==> config.mk <==
export PLATFORM = sky130hd
export DESIGN_NAME = gather_shared_halves
export DESIGN_NICKNAME = d
export VERILOG_FILES = /design/src/rtl/gather_shared_halves_pkg.sv /design/src/rtl/gather_shared_halves_shared_reg_en.sv /design/src/rtl/gather_shared_halves.sv
export SDC_FILE = /design/constraint.sdc
export NUM_CORES = 1
export LEC_CHECK = 0
export BUFFER_PORTS_ARGS = -buffer_cell sky130_fd_sc_hd__buf_4
export CAP_MARGIN = 5
export CELL_PAD_IN_SITES_DETAIL_PLACEMENT = 0
export CELL_PAD_IN_SITES_GLOBAL_PLACEMENT = 1
export CORE_ASPECT_RATIO = 1.25
export CORE_MARGIN = 4
export CORE_UTILIZATION = 37
export CTS_BUF_LIST = sky130_fd_sc_hd__clkbuf_8 sky130_fd_sc_hd__clkbuf_16
export CTS_CLUSTER_SIZE = 25
export DETAILED_ROUTE_END_ITERATION = 12
export PLACE_DENSITY = 0.78
export REMOVE_ABC_BUFFERS = 1
export SLEW_MARGIN = 20
export SYNTH_ARGS = -nofsm -noshare
export SYNTH_HDL_FRONTEND = slang
export SYNTH_SLANG_ARGS = --single-unit
export TNS_END_PERCENT = 10
==> constraint.sdc <==
create_clock -name in_clock -period 1.4 [get_ports in_clock]
set_input_delay 0.14 -clock in_clock [delete_from_list [all_inputs] [get_ports in_clock]]
set_output_delay 0.14 -clock in_clock [all_outputs]
set_load 0.02 [all_outputs]
==> src/rtl/gather_shared_halves_pkg.sv <==
// Shared types for the masked half-word gather stage: control states and
// the share-separated half-word / split-word containers.
package gather_shared_halves_pkg;

  localparam int NUM_SHARES_P = 2;
  localparam int HALF_WIDTH_P = 15;

  typedef enum logic [1:0] {
    ST_EMPTY   = 2'd0,
    ST_HAVE_LO = 2'd1,
    ST_FULL    = 2'd2
  } state_t;

  typedef logic [NUM_SHARES_P-1:0][HALF_WIDTH_P-1:0] shared_half_t;
  typedef shared_half_t [1:0]                        split_word_t;

endpackage

==> src/rtl/gather_shared_halves_shared_reg_en.sv <==
// Enabled register with one independent flop bank per share, so no logic
// ever sees two shares of the same value together.
module shared_reg_en #(
  parameter int NUM_SHARES = 2,
  parameter int HALF_WIDTH = 15
) (
  input  logic                                  in_clock,
  input  logic                                  in_reset,
  input  logic                                  in_en,
  input  logic [NUM_SHARES-1:0][HALF_WIDTH-1:0] in_d,
  output logic [NUM_SHARES-1:0][HALF_WIDTH-1:0] out_q
);

  logic [NUM_SHARES-1:0][HALF_WIDTH-1:0] r_q;

  for (genvar s = 0; s < NUM_SHARES; s++) begin : g_share
    // NOTE: non-blocking assignment keeps every flop sampling pre-edge values.
    always_ff @(posedge in_clock) begin
      if (in_reset)   r_q[s] <= '0;
      else if (in_en) r_q[s] <= in_d[s];
    end
  end

  assign out_q = r_q;

endmodule

==> src/rtl/gather_shared_halves.sv <==
// Gathers a low then a high masked half-word beat into one registered split
// word, with valid/ready on both sides and an abort that drops the word.
module gather_shared_halves
  import gather_shared_halves_pkg::*;
#(
  parameter int NUM_SHARES = NUM_SHARES_P,
  parameter int HALF_WIDTH = HALF_WIDTH_P
) (
  input  logic                                        in_clock,
  input  logic                                        in_reset,
  input  logic                                        in_valid,
  output logic                                        out_ready,
  input  logic [NUM_SHARES-1:0][HALF_WIDTH-1:0]       in_half,
  input  logic                                        in_abort,
  output logic                                        out_valid,
  input  logic                                        in_ready,
  output logic [1:0][NUM_SHARES-1:0][HALF_WIDTH-1:0]  out_halves
);

  state_t r_state;
  state_t w_next_state;
  logic   w_accept;
  logic   w_consume;
  logic   w_en_lo;
  logic   w_en_hi;

  assign out_valid = (r_state == ST_FULL);
  assign out_ready = !in_abort && ((r_state != ST_FULL) || in_ready);
  assign w_accept  = in_valid && out_ready;
  assign w_consume = out_valid && in_ready && !in_abort;

  always_ff @(posedge in_clock) begin
    if (in_reset) r_state <= ST_EMPTY;
    else          r_state <= w_next_state;
  end

  // NOTE: defaults first so every path assigns every output; no latches.
  always_comb begin
    w_next_state = r_state;
    w_en_lo      = 1'b0;
    w_en_hi      = 1'b0;
    if (in_abort) begin
      w_next_state = ST_EMPTY;
    end else begin
      unique case (r_state)
        ST_EMPTY: if (w_accept) begin
          w_en_lo      = 1'b1;
          w_next_state = ST_HAVE_LO;
        end
        ST_HAVE_LO: if (w_accept) begin
          w_en_hi      = 1'b1;
          w_next_state = ST_FULL;
        end
        ST_FULL: if (w_consume) begin
          // Accept here implies consume; a new beat restarts the low half.
          w_en_lo      = w_accept;
          w_next_state = w_accept ? ST_HAVE_LO : ST_EMPTY;
        end
        default: w_next_state = ST_EMPTY;
      endcase
    end
  end

  // Abort deliberately leaves the data flops alone; stale shares stay masked.
  shared_reg_en #(.NUM_SHARES(NUM_SHARES), .HALF_WIDTH(HALF_WIDTH)) u_lo (
    .in_clock (in_clock),
    .in_reset (in_reset),
    .in_en    (w_en_lo),
    .in_d     (in_half),
    .out_q    (out_halves[0])
  );

  shared_reg_en #(.NUM_SHARES(NUM_SHARES), .HALF_WIDTH(HALF_WIDTH)) u_hi (
    .in_clock (in_clock),
    .in_reset (in_reset),
    .in_en    (w_en_hi),
    .in_d     (in_half),
    .out_q    (out_halves[1])
  );

endmodule
Word level (Yosys, flattened, before mapping)
Cells that the tools add are included.
Storage, ports and cells
  register bits: 62
  bits in latches: 0
  memory bits (writable): 0
  memory bits (read-only): 0
  bits of input ports: 35
  output and inout port bits: 62
  logic and storage cells: 31
  memories: 0
Operators by class
  add/sub/neg operators: 0
  $mul: 0
  divide/modulo/power cells: 0
  order comparisons: 0
  eq/ne operators: 6
  shift operators: 0
  multiplexer cells: 11
  bitwise gates (word level): 0
  reductions and logical operators: 9
Operators by type and width (number)
  two-way mux 1 bit: 6
  two-way mux 2 bit: 3
  inequality test 2 bit (second input constant): 3
  case mux 2 bit (3 select lines): 1
  logical AND 1 bit: 4
  AND reduction 3 bit: 1
  equality test 2 x 1 -> 1 bit (second input constant): 1
  equality test 2 bit (second input constant): 1
  zero test 2 bit: 1
  inequality test 2 x 1 -> 1 bit (second input constant): 1
  case mux 1 bit (2 select lines): 1
  OR reduction 2 bit: 1
  zero test 1 bit: 1
  logical OR 1 bit: 1

Depth between registers and ports, before layout
Gate-level depths: netlist of run 1.
  depth after elaboration: 7
  mapped depth: 4
  gate-level depth less buffers: 3

Cells and area by module
Synthesis of run 1 repeated with hierarchy kept, for this count alone.
Second synthesis, totals
  cells, all modules: 208
  area total of the unflattened synthesis: 2331.0 um^2
By module, submodules not included
  shared_reg_en: times used 2, cells an instance 97, area each 1096.1 um^2, sequential area each 600.6 um^2
  gather_shared_halves: times used 1, cells an instance 14, area each 138.9 um^2, sequential area each 40.0 um^2

Worst setup path before layout of run 1
No wires, ideal clock.
  path kind: flip-flop to flip-flop
  start: register r_state[1]
  end: register u_lo.r_q (netlist bit u_lo.out_q[0])
  setup time: 0.072 ns
  arrival time: 1.114 ns
  required time: 1.328 ns
  path slack: 0.215 ns
  cell stages (with the launch flop): 5
  buffers on the path: 1
  period minus slack after synthesis: 1.185 ns
  path through: dfxtp_1 -> nor2b_4 -> nor4b_4 -> buf_6 -> mux2i_1
Between the ends
  longest elaborated chain between the ends: 7
  elaborated cells on any way between the ends: 12
  those cells by class: 2 x eq/ne; 4 x mux; 6 x reduce/logical
RTL lines
  from (decl): RTL line gather_shared_halves.sv:20  | state_t r_state;
  from (signal assigned): RTL line gather_shared_halves.sv:34  | else r_state <= w_next_state;
  inequality test 2 bit: RTL line gather_shared_halves.sv:28  | assign out_ready = !in_abort && ((r_state != ST_FULL) || in_ready);
  logical OR 1 bit: RTL line gather_shared_halves.sv:28
  logical AND 1 bit: RTL line gather_shared_halves.sv:28
  logical AND 1 bit: RTL line gather_shared_halves.sv:29  | assign w_accept = in_valid && out_ready;
  two-way mux 1 bit (on tied branches): RTL line gather_shared_halves.sv:54, gather_shared_halves.sv:46
  case mux 1 bit (2 select lines) *: RTL line gather_shared_halves.sv:45  | unique case (r_state)
  two-way mux 1 bit *: RTL line gather_shared_halves.sv:42  | if (in_abort) begin
  to (signal, indexed assignment): RTL line gather_shared_halves_shared_reg_en.sv:20  | else if (in_en) r_q[s] <= in_d[s];
  to (decl): RTL line gather_shared_halves_shared_reg_en.sv:14  | logic [NUM_SHARES-1:0][HALF_WIDTH-1:0] r_q;
Every way passes the cells marked *; elsewhere a longest branch is shown, timed or not.
A chain may end at the register's enable or synchronous reset.

Final worst setup path of run 1
  start: register r_state[1]
  end: register u_lo.r_q (netlist bit u_lo.out_q[3])
The elaborated chain is that of the path after synthesis.

==> results of run 1 <==
## metrics by stage
stage          power, W  setup WS, ps  cell area, µm²  std cells
2_1_floorplan   0.00212          -839            2600        255
3_3_place_gp    0.00241           120            3560        451
3_5_place_dp    0.00241          69.0            3560        451
4_1_cts         0.00424          31.2            3800        467
5_1_grt         0.00435         -33.4            3800        467
6_report        0.00418          68.9            3800        467
## cell families (layout without fill, tap and decap cells)
group / after synthesis / in the layout / synth area share (%)
and+or+nand+nor: 132 / 132 / 28.6
DFF: 62 / 62 / 45.1
muxes: 30 / 30 / 10.9
buffers and inverters: 19 / 122 / 5.50
AOI/OAI and AO/OA: 31 / 31 / 9.87
## registers in the layout, summed over array words and instances, names as in the netlist
| name | flops |
|---|---|
| u_lo.out_q | 30 |
| r_state | 2 |
| u_hi.out_q | 30 |
## timing repair
item,in CTS,in global routing
endpoints found under the setup margin,1,14
hold buffers,0,0
gates cloned,0,0
pin swaps,0,0
gates resized for setup,1,2
## final cells by class
type | count | share of cell area [%]
clock buffers | 12 | 4.34
flip-flops and latches | 62 | 32.7
well taps | 90 | 2.96
repair buffers | 106 | 22.2
multi-input cells | 193 | 36.0
clock inverters | 4 | 1.81
## synth_stat cells
cell type and number:
dfxtp_1 62, nand2b_1 61, a21oi_2 30, mux2i_1 30, nand2_1 30, nand2_2 30
buf_2 7, clkbuf_1 6, buf_12 3, buf_6 3, nor2_1 3, nor3b_1 2
and2b_1 1, and4bb_4 1, nand4bb_1 1, nor2b_4 1, nor3_1 1, nor4b_4 1
o2bb2ai_1 1
## where the power goes
group | switching (W) | internal [W]
Combinational | 0.000256 | 0.000251
Sequential | 0.0000353 | 0.00182
Clock | 0.000681 | 0.00114
## worst paths after layout
check	to	slack, ps	cells after the start
min	r_state[0]	40	2
min reg2reg	u_hi.out_q[15]	470	2
max	u_lo.out_q[3]	70	4
max reg2reg	u_lo.out_q[3]	70	4
## layout by cell type (no fill, tap or decap), types with 2 or more instances in the layout
cell / count
a21oi_2: 30
buf_12: 4
buf_4: 102
bufinv_16: 2
clkbuf_8: 12
dfxtp_1: 61
mux2i_1: 30
nand2_1: 30
nand2_2: 30
nand2b_1: 61
nor2_1: 3
## layer usage
layer / track usage, % / routed length [µm] / vias up
met3: 4.04 / 381 / 12
met2: 24.3 / 3090 / 59
met1: 19.4 / 2870 / 979
met4: 6.45 / 145 / 0
met5: 0 / 0 / -
li1: - / - / 1076
## worst max-delay path: cells and delay by family, from the launching register on
family	cells	cell delay [ps]
buf+inv	1	300
mux	1	220
simple gates	2	400
flops	1	340
==> impl_metrics.toml, run 1 <==
[run_status]
status = "complete, no violations"

[cts]
cts_buffer_depth = 2
root_buffer = "clkbuf_8"
cts.clk_slew.worst_paths_ps = 70
cts_buffers = 9
cts_tree = "done"
clock-sinks = 62
cts_setup_buffers = 0
worstSkewPairLatency_ps = 330
htreeDepth = 3

[layout]
seq_area_mm2 = 0.00124
final_util_pct = 53.5
layout-drive-gt1-share_pct = 49.3
nFillCells = 673
syn2layout_area_growth_pct = 38.3
multi_input_area_mm2 = 0.00137
diodes = 0
nNetsFinal = 407

[detailed_routing]
vias_per_cell = 4.55
first_pass_iters = 4
drt_iter0_markers = 55
drt_wl_total_um = 6480
drcViolationCount = 0
final_antenna_net_count = 0
vias = 2126
wire_per_inst_um = 13.9

[synth]
syn_area_mm2 = 0.00275
synth_cells = 274
ys_seq_area_share_pct = 45.1
yosys.cell_types.count = 19
ys_top_cells_by_area = "dfxtp_1, nand2b_1, mux2i_1, a21oi_2, nand2_2"
yosysWarnings = 0
yosys.area.top_type_share_pct = 45.1
synth_area_per_cell_um2 = 10.0
yosysTopAreaCell = "dfxtp_1"
synth_seq_cells = 62

[global_route]
grt_pass1_wl_um = 10900
grt_pass1_vias = 2190
grt_use_total_pct = 15.3
grt_overflow = 0
grt_max_degree = 30
antenna_found_initial = 0

[hold_path]
min_from = "in_abort"
min_path_type = "input port to flip-flop"

[sta]
drv_slew = 0
hold_slack_ps = 39.6
post-route-min-period_ps = 1330
skew_ps = 8.70
fin_tns_setup_ps = 0
hold_viol = 0
fin_crit_sh_pct = 95.1
rsz0062_at_grt = "true"
fmaxAchievable_mhz = 751
worst_slew_pin_slew_ps = 291
relSlewSlack_pct = 80.6
finalSetupViolCount = 0

[critical_path]
crit_chain = "nor2b_4, nor4b_4, buf_4, mux2i_1"
worst-endpoint-required_ps = 1660
worstSetupEndpointType = "flip-flop"
critPathSlowestCell = "dfxtp_1"
arrival_ps = 1590
setup.worst_path.start = "r_state[1]"
critPathLaunchType = "flip-flop"
crit_path_max_fanout = 13
r2r-start = "r_state[1]"
path_class = "flip-flop to flip-flop"
max_stage_delay_ps = 340

[floorplanning]
fp.dieH_um = 104
dieArea_mm2 = 0.00888
initial_core_util_pct = 38.7
die_x_um = 85.1
io_pins = 97
coreArea_mm2 = 0.00710
num_rows = 34

[power]
power_per_cell_area_mw_per_mm2 = 1100
leakage_nw = 1.53
vdd_drop_max_mv = 0.668

[place]
gp_congestion = 0.721
hpwl_um = 4720
io_buffers = 96

[flow_run]
cap_violations = 0
Power figures use the tool's default switching activity.
==> run 2, diff against run 1 <==
--- a/config.mk
+++ b/config.mk
@@ -11,11 +11,11 @@
 export CELL_PAD_IN_SITES_GLOBAL_PLACEMENT = 1
 export CORE_ASPECT_RATIO = 1.25
 export CORE_MARGIN = 4
-export CORE_UTILIZATION = 37
+export CORE_UTILIZATION = 33
 export CTS_BUF_LIST = sky130_fd_sc_hd__clkbuf_8 sky130_fd_sc_hd__clkbuf_16
 export CTS_CLUSTER_SIZE = 25
 export DETAILED_ROUTE_END_ITERATION = 12
-export PLACE_DENSITY = 0.78
+export PLACE_DENSITY = 0.74
 export REMOVE_ABC_BUFFERS = 1
 export SLEW_MARGIN = 20
 export SYNTH_ARGS = -nofsm -noshare
==> constraint.sdc (replaced) <==
create_clock -name in_clock -period 1.2 [get_ports in_clock]
set_input_delay 0.12 -clock in_clock [delete_from_list [all_inputs] [get_ports in_clock]]
set_output_delay 0.12 -clock in_clock [all_outputs]
set_load 0.02 [all_outputs]
==> run 2 against run 1 <==
  * The flow now finishes with violations (negative setup slack)
  * Cell area is 0.49% higher
  * Final cell count is 1.9% higher
  * Count of clock-buffer cells in the layout is 2 lower
  * Utilization is 5.6 points lower
  * Critical endpoint is now out_ready
  * Die area is 11% higher
  * Critical path type is now flip-flop to output pin
  * Wire length is 0.71% higher
  * Critical path depth stayed put
  * Clock skew hardly changed
  * Sequential cell count stayed put
  * First-iteration DRC count is 11% lower
  * Clock power is 3% lower
  * Combinational power is 19% higher
==> impl_metrics.toml, run 2 (synthesized netlist as in run 1, its figures left out) <==
[cts]
cts_tree = "done"
cts_buffer_depth = 2
cts.clk_slew.worst_paths_ps = 70
clock-sinks = 62
root_buffer = "clkbuf_8"
cts_buffers = 9
htreeDepth = 3
worstSkewPairLatency_ps = 330

[layout]
multi_input_area_mm2 = 0.00137
final_common_cell = "buf_4"
seq_area_mm2 = 0.00124
nFillCells = 778
nNetsFinal = 412
final_util_pct = 47.9
syn2layout_area_growth_pct = 39.0
layout-drive-gt1-share_pct = 49.6
diodes = 0
final_cell_mix = "buf_4, nand2b_1, dfxtp_1"

[sta]
hold_viol = 0
rsz0062_at_grt = "true"
fin_tns_setup_ps = -1400
relSlewSlack_pct = 81.4
fmaxAchievable_mhz = 746
worst_slew_pin_slew_ps = 278
fin_crit_sh_pct = 112
drv_slew = 0
hold_slack_ps = 25.6
finalSetupViolCount = 40
post-route-min-period_ps = 1340
skew_ps = 8.61
setup_ws_ps = -141

[critical_path]
path_class = "flip-flop to output pin"
crit_chain = "buf_6, nor3b_4, nor2_1, buf_4"
arrival_ps = 1220
crit_path_max_fanout = 4
critPathSlowestCell = "dfxtp_4"
worst-endpoint-required_ps = 1080
max_stage_delay_ps = 360
critPathLaunchType = "flip-flop"
worstSetupEndpointType = "output pin"

[global_route]
grt_pass1_vias = 2134
grt_max_degree = 41
antenna_found_initial = 0
grt_pass1_wl_um = 10400
grt_use_total_pct = 13.8
grt_overflow = 0

[power]
p_total_w = 0.00453
clkPwrFrac_pct = 38.9
vdd_drop_max_mv = 0.679
switching_share_pct = 24.6
p_sw_w = 0.00111
power_frac_comb_pct = 13.3
power_per_cell_area_mw_per_mm2 = 1180
leakage_nw = 1.54
pwr-share-seq_pct = 47.8
internal-power_w = 0.00341

[floorplanning]
io_pins = 97
coreArea_mm2 = 0.00797
fp.dieH_um = 110
num_rows = 36
initial_core_util_pct = 34.5
dieArea_mm2 = 0.00987
die_x_um = 89.7

[run_status]
violations = "negative setup slack"
status = "finished with violations"

[detailed_routing]
drt_wl_total_um = 6530
first_pass_iters = 4
wire_per_inst_um = 13.7
vias_per_cell = 4.50
drcViolationCount = 0
vias = 2140
final_antenna_net_count = 0
drt_iter0_markers = 49

[flow_run]
cap_violations = 0

[place]
gp_congestion = 0.706
io_buffers = 96
pre_cts_ws_ps = -100
hpwl_um = 4770

[hold_path]
min_path_type = "input port to flip-flop"
-- run 2: cell types whose count changed in the layout (fill, tap and decap cells not counted), sizes merged --
| cell | delta |
|---|---|
| buf | +4 |
| clkbuf | -2 |
| bufinv | -1 |
| clkinv | +1 |
| clkinvlp | +1 |
| dlygate4sd3 | +1 |
-- run 2: path summary, 6_finish.rpt --
kind	from	slack [ps]	cells past startpoint	endpoint
worst max-delay path	r_state[0]	-140	4	out_ready
worst min-delay path	in_abort	30	2	r_state[1]
worst min register to register	u_hi.out_q[22]	470	2	u_hi.out_q[22]
worst max register to register	r_state[1]	-70	4	u_lo.out_q[23]
-- run 2: critical path, delay by kind of cell, from the launching register on --
family	cells	cell delay, ps
flops	1	360
buf+inv	2	270
simple gates	2	250
-- run 2: final cells by class --
type                       instances  share of cell area, %
sequential                        62                   32.6
clock inverter                     5                   1.34
multi-input combinational        193                   35.8
tap                               95                   3.11
clock buffer                      10                   3.60
timing repair buffer             111                   23.6
-- run 2: metal layers --
| layer | routed length, µm | GRT usage [%] | part of all wire, % |
|---|---|---|---|
| met5 | 0 | 0 | 0 |
| met4 | 149 | 6.06 | 2.3 |
| met3 | 387 | 4.46 | 5.9 |
| met2 | 3280 | 22.6 | 50 |
| met1 | 2720 | 16.2 | 42 |
-- run 2: what timing repair did --
action,4_1_cts,5_1_grt
endpoints found under the setup margin,39,63
hold buffers,1,0
gates resized for setup,7,1
setup buffers,2,1
cloned,0,0
pin swaps,2,2
endpoints found under the hold margin,1,0
-- run 2: per-stage QoR --
stage,cells,area (µm²)
2_1_floorplan,255,2600
3_3_place_gp,457,3570
3_5_place_dp,457,3570
4_1_cts,475,3810
5_1_grt,476,3820
6_report,476,3820
-- run 2: power groups by stage --
stage	registers [W]	logic (W)	clock network [W]
2_1_floorplan	0.00228	0.000187	0
3_3_place_gp	0.00221	0.000595	0
3_5_place_dp	0.00221	0.000599	0
4_1_cts	0.00216	0.000610	0.00184
5_1_grt	0.00217	0.000652	0.00194
6_report	0.00216	0.000602	0.00176
==> run 3, diff against run 2 <==
--- a/config.mk
+++ b/config.mk
@@ -16,9 +16,10 @@
 export CTS_CLUSTER_SIZE = 25
 export DETAILED_ROUTE_END_ITERATION = 12
 export PLACE_DENSITY = 0.74
+export RECOVER_POWER = 100
 export REMOVE_ABC_BUFFERS = 1
 export SLEW_MARGIN = 20
 export SYNTH_ARGS = -nofsm -noshare
 export SYNTH_HDL_FRONTEND = slang
 export SYNTH_SLANG_ARGS = --single-unit
-export TNS_END_PERCENT = 10
+export TNS_END_PERCENT = 5
==> run 3 against run 2 <==
  * The flow still finishes with violations (negative setup slack)
  * Wire length fell by 0.14%
  * Hold slack improved by 1.4 ps
  * Combinational power fell by 8.6%
  * Largest power group unchanged
  * Global-route usage barely moved
  * Cell area fell by 5.9%
  * Count of clock-buffer cells in the layout did not move
  * Largest cell class unchanged
  * Final cell count did not move
  * Sequential share of layout area rose by 2.0 points
  * Die area did not move
  * Critical path depth did not move
  * Register-to-register slack barely moved
==> impl_metrics.toml, run 3 (synthesized netlist as in run 1, its figures left out) <==
[run_status]
status = "finished with violations"
violations = "negative setup slack"

[layout]
layout-drive-gt1-share_pct = 33.9
nFillCells = 835
syn2layout_area_growth_pct = 30.8
fin_area_mm2 = 0.00360
nNetsFinal = 412
final_cell_mix = "nand2b_1, dfxtp_1, clkbuf_1"
diodes = 0
multi_input_area_mm2 = 0.00137
seq_area_mm2 = 0.00124

[place]
pre_cts_ws_ps = -100
postPlaceCellArea_mm2 = 0.00357
hpwl_um = 4770
io_buffers = 96
gp_congestion = 0.706

[sta]
worst_slew_pin_slew_ps = 307
skew_ps = 11.8
fmaxAchievable_mhz = 747
post-route-min-period_ps = 1340
drv_slew = 0
finalSetupViolCount = 38
relSlewSlack_pct = 79.6
fin_crit_sh_pct = 112
setup_ws_ps = -140
hold_viol = 0
rsz0062_at_grt = "true"
fin_tns_setup_ps = -1380

[floorplanning]
die_x_um = 89.7
fp.dieH_um = 110
io_pins = 97
num_rows = 36
coreArea_mm2 = 0.00797
initial_core_util_pct = 34.5
dieArea_mm2 = 0.00987

[hold_path]
whs_path_depth = 2
min_path_type = "input port to flip-flop"

[cts]
cts_buffer_depth = 2
cts_buffers = 9
clock-sinks = 62
cts.clk_slew.worst_paths_ps = 70
cts_tree = "done"
worstSkewPairLatency_ps = 330
root_buffer = "clkbuf_8"
htreeDepth = 3

[detailed_routing]
drt_wl_total_um = 6520
drt_iter0_markers = 41
vias = 2131
final_antenna_net_count = 0
vias_per_cell = 4.48
first_pass_iters = 4
drcViolationCount = 0
wire_per_inst_um = 13.7

[global_route]
grt_pass1_vias = 2133
grt_overflow = 0
grt_pass1_wl_um = 10400
use_met2_pct = 22.6
grt_use_total_pct = 13.8
use_met3_pct = 4.46
grt_max_degree = 41
antenna_found_initial = 0
grt_most_used_layer = "met2"
use_met1_pct = 16.2

[critical_path]
path_class = "flip-flop to output pin"
critPathLaunchType = "flip-flop"
crit_path_max_fanout = 4
worst-endpoint-required_ps = 1080
worst_r2r_path_depth = 4
crit_chain = "buf_6, nor3b_4, nor2_1, buf_4"
arrival_ps = 1220
worstSetupEndpointType = "output pin"
max_stage_delay_ps = 360
critPathSlowestCell = "dfxtp_4"

[power]
vdd_drop_max_mv = 0.671
power_per_cell_area_mw_per_mm2 = 1240
leakage_nw = 1.28

[flow_run]
cap_violations = 0
run 3: cell count changes in the layout (fill, tap and decap cells not counted):
cell,previous run,this run
buf_4,102,42
clkbuf_1,0,60
run 3: area by class of cell:
| type | count | share of cell area (%) |
|---|---|---|
| clock buffers | 10 | 3.83 |
| clock inverters | 5 | 1.43 |
| multi-input cells | 193 | 38.1 |
| repair buffers | 111 | 18.8 |
| flip-flops and latches | 62 | 34.6 |
| well taps | 95 | 3.30 |
run 3: layer usage:
metal  up-vias  part of all wire (%)
met5         -                     0
met2        57                    51
met3         8                   5.6
met1       975                    42
met4         0                   1.6
li1       1091                     -
run 3: worst paths after layout:
path	to	from	slack, ps
hold reg to reg	u_hi.out_q[22]	u_hi.out_q[22]	470
setup reg to reg	u_lo.out_q[23]	r_state[1]	-70
hold / removal	r_state[1]	in_abort	30
setup / recovery	out_ready	r_state[0]	-140
run 3: metrics by stage:
stage               hold WS [ps]  cells  utilization, %  power (W)
floorplan                    182    255               -    0.00247
global placement             356    457            44.8    0.00280
detailed placement           365    457            44.8    0.00281
CTS                         6.11    475            47.8    0.00462
global route                16.8    476            45.1    0.00470
finish                      27.0    476            45.1    0.00447
run 3: where the power goes:
part | switching, W | leakage, nW | total, W | internal [W]
Clock | 0.000773 | 0.0993 | 0.00176 | 0.000990
Combinational | 0.000304 | 0.681 | 0.000550 | 0.000246
Sequential | 0.0000369 | 0.504 | 0.00216 | 0.00212
run 3: timing repair:
item                                   CTS  global route
setup endpoints to repair               39            63
pin swaps                                2             2
resized for setup                        7             1
hold buffers                             1             0
endpoints found under the hold margin    1             0
setup buffers                            2             1
run 3: worst max-delay path: cells and delay by family, from the launching register on:
| family | cells | cell delay (ps) |
|---|---|---|
| AND/OR/NAND/NOR | 2 | 250 |
| buffers and inverters | 2 | 270 |
| flip-flops | 1 | 360 |
